<file path="config.mk">
export PLATFORM = sky130hd
export DESIGN_NAME = proc_in_fifo
export DESIGN_NICKNAME = d
export VERILOG_FILES = /design/src/rtl/proc_in_fifo.sv
export SDC_FILE = /design/constraint.sdc
export NUM_CORES = 1
export LEC_CHECK = 0
export ABC_AREA = 1
export BUFFER_PORTS_ARGS = -buffer_cell sky130_fd_sc_hd__buf_2
export CORE_AREA = 5 5 201 203
export CTS_CLUSTER_DIAMETER = 80
export DETAILED_ROUTE_END_ITERATION = 8
export DIE_AREA = 0 0 206 208
export GPL_ROUTABILITY_DRIVEN = 1
export MAX_ROUTING_LAYER = met4
export PLACE_DENSITY = 0.85
export SYNTH_ARGS = -nofsm -noshare
export SYNTH_HDL_FRONTEND = slang
export SYNTH_SLANG_ARGS = --single-unit
</file>
<file path="constraint.sdc">
create_clock -name clk -period 6.3 [get_ports clk]
set_clock_uncertainty 0.2 [all_clocks]
set_input_delay 1.26 -clock clk [delete_from_list [all_inputs] [get_ports clk]]
set_output_delay 1.26 -clock clk [all_outputs]
set_load 0.005 [all_outputs]
</file>
<file path="src/rtl/proc_in_fifo.sv">
// Elastic sample buffer feeding processor input port 0 with a zero-latency read.
// It also keeps a sticky starvation flag and a saturating count of starved requests.
module proc_in_fifo #(
    parameter int DW    = 32,
    parameter int DEPTH = 16,
    parameter int AW    = 4
) (
    input  logic                 clk,
    input  logic                 rst,
    input  logic signed [DW-1:0] s_data,
    input  logic                 s_valid,
    output logic                 s_ready,
    input  logic                 req_in,
    output logic signed [DW-1:0] io_in,
    output logic [AW:0]          count,
    output logic                 underflow,
    output logic [15:0]          underflow_cnt,
    input  logic                 clr_flags
);

    localparam logic [AW:0] DEPTH_C = (AW+1)'(DEPTH);

    logic [DW-1:0] mem_r [DEPTH];
    logic [AW-1:0] wr_ptr_r;
    logic [AW-1:0] rd_ptr_r;
    logic [AW:0]   count_r;
    logic [DW-1:0] last_val_r;
    logic          underflow_r;
    logic [15:0]   underflow_cnt_r;

    logic          ready_s;
    logic          push_s;
    logic          pop_s;
    logic          starve_s;
    logic [15:0]   cnt_next_s;

    // Handshake and event decode; full/empty come from count only, never from req_in.
    always_comb begin
        ready_s    = 1'b0;
        push_s     = 1'b0;
        pop_s      = 1'b0;
        starve_s   = 1'b0;
        cnt_next_s = underflow_cnt_r;
        if (!rst && (count_r < DEPTH_C)) begin
            ready_s = 1'b1;
        end else begin
            ready_s = 1'b0;
        end
        push_s   = s_valid && ready_s;
        pop_s    = req_in && (count_r != {(AW+1){1'b0}});
        starve_s = req_in && (count_r == {(AW+1){1'b0}});
        if (clr_flags) begin
            cnt_next_s = 16'd1;
        end else if (underflow_cnt_r != 16'hFFFF) begin
            cnt_next_s = underflow_cnt_r + 16'd1;
        end else begin
            cnt_next_s = underflow_cnt_r;
        end
    end

    // Storage array; contents need no reset because count gates visibility.
    always_ff @(posedge clk) begin
        if (push_s) begin
            mem_r[wr_ptr_r] <= s_data;
        end
    end

    // Pointers, occupancy and last-read word.
    always_ff @(posedge clk or posedge rst) begin
        if (rst) begin
            wr_ptr_r   <= {AW{1'b0}};
            rd_ptr_r   <= {AW{1'b0}};
            count_r    <= {(AW+1){1'b0}};
            last_val_r <= {DW{1'b0}};
        end else begin
            if (push_s) begin
                wr_ptr_r <= wr_ptr_r + {{(AW-1){1'b0}}, 1'b1};
            end
            if (pop_s) begin
                rd_ptr_r   <= rd_ptr_r + {{(AW-1){1'b0}}, 1'b1};
                last_val_r <= mem_r[rd_ptr_r];
            end
            if (push_s && !pop_s) begin
                count_r <= count_r + {{AW{1'b0}}, 1'b1};
            end else if (pop_s && !push_s) begin
                count_r <= count_r - {{AW{1'b0}}, 1'b1};
            end else begin
                count_r <= count_r;
            end
        end
    end

    // Starvation flag and counter; a same-cycle event beats clr_flags.
    always_ff @(posedge clk or posedge rst) begin
        if (rst) begin
            underflow_r     <= 1'b0;
            underflow_cnt_r <= 16'd0;
        end else if (starve_s) begin
            underflow_r     <= 1'b1;
            underflow_cnt_r <= cnt_next_s;
        end else if (clr_flags) begin
            underflow_r     <= 1'b0;
            underflow_cnt_r <= 16'd0;
        end else begin
            underflow_r     <= underflow_r;
            underflow_cnt_r <= underflow_cnt_r;
        end
    end

    assign s_ready       = ready_s;
    assign io_in         = (count_r != {(AW+1){1'b0}}) ? mem_r[rd_ptr_r] : last_val_r;
    assign count         = count_r;
    assign underflow     = underflow_r;
    assign underflow_cnt = underflow_cnt_r;

endmodule

</file>
==> run metrics <==
grt peak-use layer=met2; all-layer global routing usage=31.1%; Peak Freq=0.192 GHz; root buffer cell=clkbuf_16; met3 track demand over resource=under 10%; Remaining Overflow, GRT=0; Slew Viols, Final=0; fin nets=between 2k and 3k; Pwr Density=428 nW/um^2; Synth Area in XOR/XNOR=less than 1%; worst r2r path cells=13; initial antenna violation count=3; post-synthesis adder-cell area fraction=less than 1%; Worst Setup Slack, final=roughly 1.1 ns; largest family of logic cells by synthesized area=simple AND/OR/NAND/NOR gates; number of global-route vias before repair=about 19k; Final setup viols=0; area delta synth->final=10.7%; Least-Margin Pin Slew=around 1.2 ns; Post-Syn Area=approximately 25000 um^2; mux share of post-synthesis cell area=0%; Synth Flop Type=edfxtp_1; die area=42800 um^2; hold depth=2; Worst Setup Path Type=flop to output port; Final Hold Fails=0; Final TNS setup=0 ns; Reg power frac=38.6%; largest area contributor in the synthesized netlist=edfxtp_1; Initial Util=between 60% and 70%; total core area=around 38000 um^2; count leader, synth=nand2_1; DP Worst Slack=around 1.9 ns; CP max FO=140; DRT Wirelength=63.9 mm; most frequent cells after synthesis=nand2_1 (945), edfxtp_1 (512), inv_1 (418), nand3_1 (399), dfrtp_1 (62); top cells by area, synth=edfxtp_1 (61%), nand2_1 (14%), nand3_1 (7.9%), inv_1 (6.2%), dfrtp_1 (6.1%); TritonCTS Buffers=56; routing usage on met2=between 40% and 50%; TritonCTS clock tree=yes; PostCTS Resize Cnt=0; postcts setup bufs=0; WP data required=around 4.8 ns; maximum VDD drop=0.311 mV; Pint=~7.6 mW; RSZ-0062 raised after global routing=false; Yosys reg bits=roughly 570; pin count of the biggest net entering global routing=141; layout cells sized above 1=under 10%; CTS Hold Bufs=0; Worst EP arrival=around 3.7 ns; Static Leakage=approximately 12 nW; clk buf depth=3; Post-Synth Simple-Gate Area=23.1%; Compound-Gate Fraction of Synth Area=less than 1%; ys async rst share=10.8%; Final Wtd Congestion=0.867; Hold Crit Class=flop to flop; min cycle time layout=approximately 5.2 ns; CTS sink cnt=574; die span in x=206 um; status=completed; max-cap viol count=0; Clk pin slew, worst setup/hold paths=approximately 0.06 ns; Final Cycle Share=82.6%; Cell Rows=between 70 and 80; Residual DRC=0; crit start category=flop; met1 Usage GRT=~39%; Psw=about 4.5 mW; vias per cell=~5.8; DR pass1 iterations=6; Critical Path End Type=output port; combinational power share=33.7%; Synth cell types=33; cell count after synthesis=about 2.6k; Avg WL per Cell=around 20 um; vias=about 18k; sw frac=37.2%; first-pass GRT wire length=about 100 mm; Port Buffer Count=91; Clock Latency Late Sink=0.62 ns; Post-synth EDFFs=512; post-synthesis sequential area ratio=between 60% and 70%; clock power share=approximately 28%; Ports=92; Iter 0 DRT Violations=about 2.5k; Ys Warns=0; Die Height=around 210 um; syn nets=about 2.6k; # H-tree levels=2; Synth top area share=approximately 61%; Max-slew headroom=21.4%; Final ANT Viol Nets=0; post-DP HPWL=around 34 mm; syn_area_per_cell=between 9 and 10 um^2
[cells by family after synthesis]
family                   after synthesis
AO/OA/AOI/OAI                         26
XOR/XNOR                               8
adder cells (fa/ha/maj)               12
buffers and inverters                546
flip-flops                           574
AND/OR/NAND/NOR                     1402
[worst paths after layout]
kind                             endpoint  slack [ns]      startpoint
max in group asynchronous     rd_ptr_r[1]        4.40             rst
max                              io_in[7]        1.10     rd_ptr_r[0]
min reg2reg                last_val_r[15]        0.28  last_val_r[15]
min in group asynchronous        count[4]        0.77             rst
max reg2reg                      count[4]        2.81        count[2]
min                        last_val_r[15]        0.28  last_val_r[15]
[layer usage]
metal | share of wire, % | vias up
met4 | 4.9 | 0
met5 | 0 | -
met1 | 35 | 8638
met2 | 49 | 1223
li1 | - | 8345
met3 | 11 | 251
[flip-flops by register name, indices dropped and copies added, names as in the netlist]
register / count
mem_r: 512
underflow: 1
underflow_cnt: 16
wr_ptr_r: 4
rd_ptr_r: 4
last_val_r: 32
count: 5
[worst max-delay path, stage by stage (launching register included)]
cell and delay [ns]:
dfrtp_4 0.71, inv_6 0.80, buf_4 0.58, nand2_1 0.13, nand2_1 0.10, nand2_1 0.07, nand3_1 0.12, nand3_1 0.09
nand2_1 0.11, nand2_1 0.07, nand2_1 0.07, buf_2 0.11
[cells in the final DEF (no fill, tap or decap), drive strengths merged]
master and n:
o21ai 21, clkbuf 74, fa 1, dfrtp 62
nand3 400, nand2 950, edfxtp 512, nor3 2
buf 122, nand4 13, nor2 36, diode 3
ha 11, nand3b 1, clkinv 24, inv 422
o211ai 1, clkinvlp 2, xnor2 2, xor2 6
a21oi 4, bufinv 5
[stage by stage]
step | area [um^2] | hold slack (ns) | util (%) | std cells | power (mW)
2_1_floorplan | 25400 | 0.249 | - | 2568 | 7.40
3_3_place_gp | 26200 | 0.262 | 68.6 | 3087 | 8.46
3_5_place_dp | 26200 | 0.265 | 68.6 | 3087 | 8.64
4_1_cts | 28100 | 0.281 | 73.3 | 3189 | 12.0
5_1_grt | 28100 | 0.297 | 73.3 | 3192 | 12.7
6_report | 28100 | 0.278 | 73.3 | 3192 | 12.0
[power by group through the flow]
stage               Clock (mW)  Combinational, mW  Sequential [mW]
detailed placement           0               3.92             4.71
global route              3.52               4.48             4.68
CTS                       3.35               3.99             4.64
finish                    3.33               4.05             4.65
global placement             0               3.76             4.70
floorplan                    0               2.80             4.59
[layout make-up]
class / instances / area, um^2
Clock inverter: 28 / 275
Tap cell: 518 / 648
Sequential cell: 574 / 16900
Multi-Input combinational cell: 1448 / 6360
Timing Repair Buffer: 122 / 701
Clock buffer: 74 / 1550
Fill cell: 2431 / 10200
Antenna cell: 3 / 7.51
Inverter: 425 / 1600
Power figures use the tool's default switching activity.
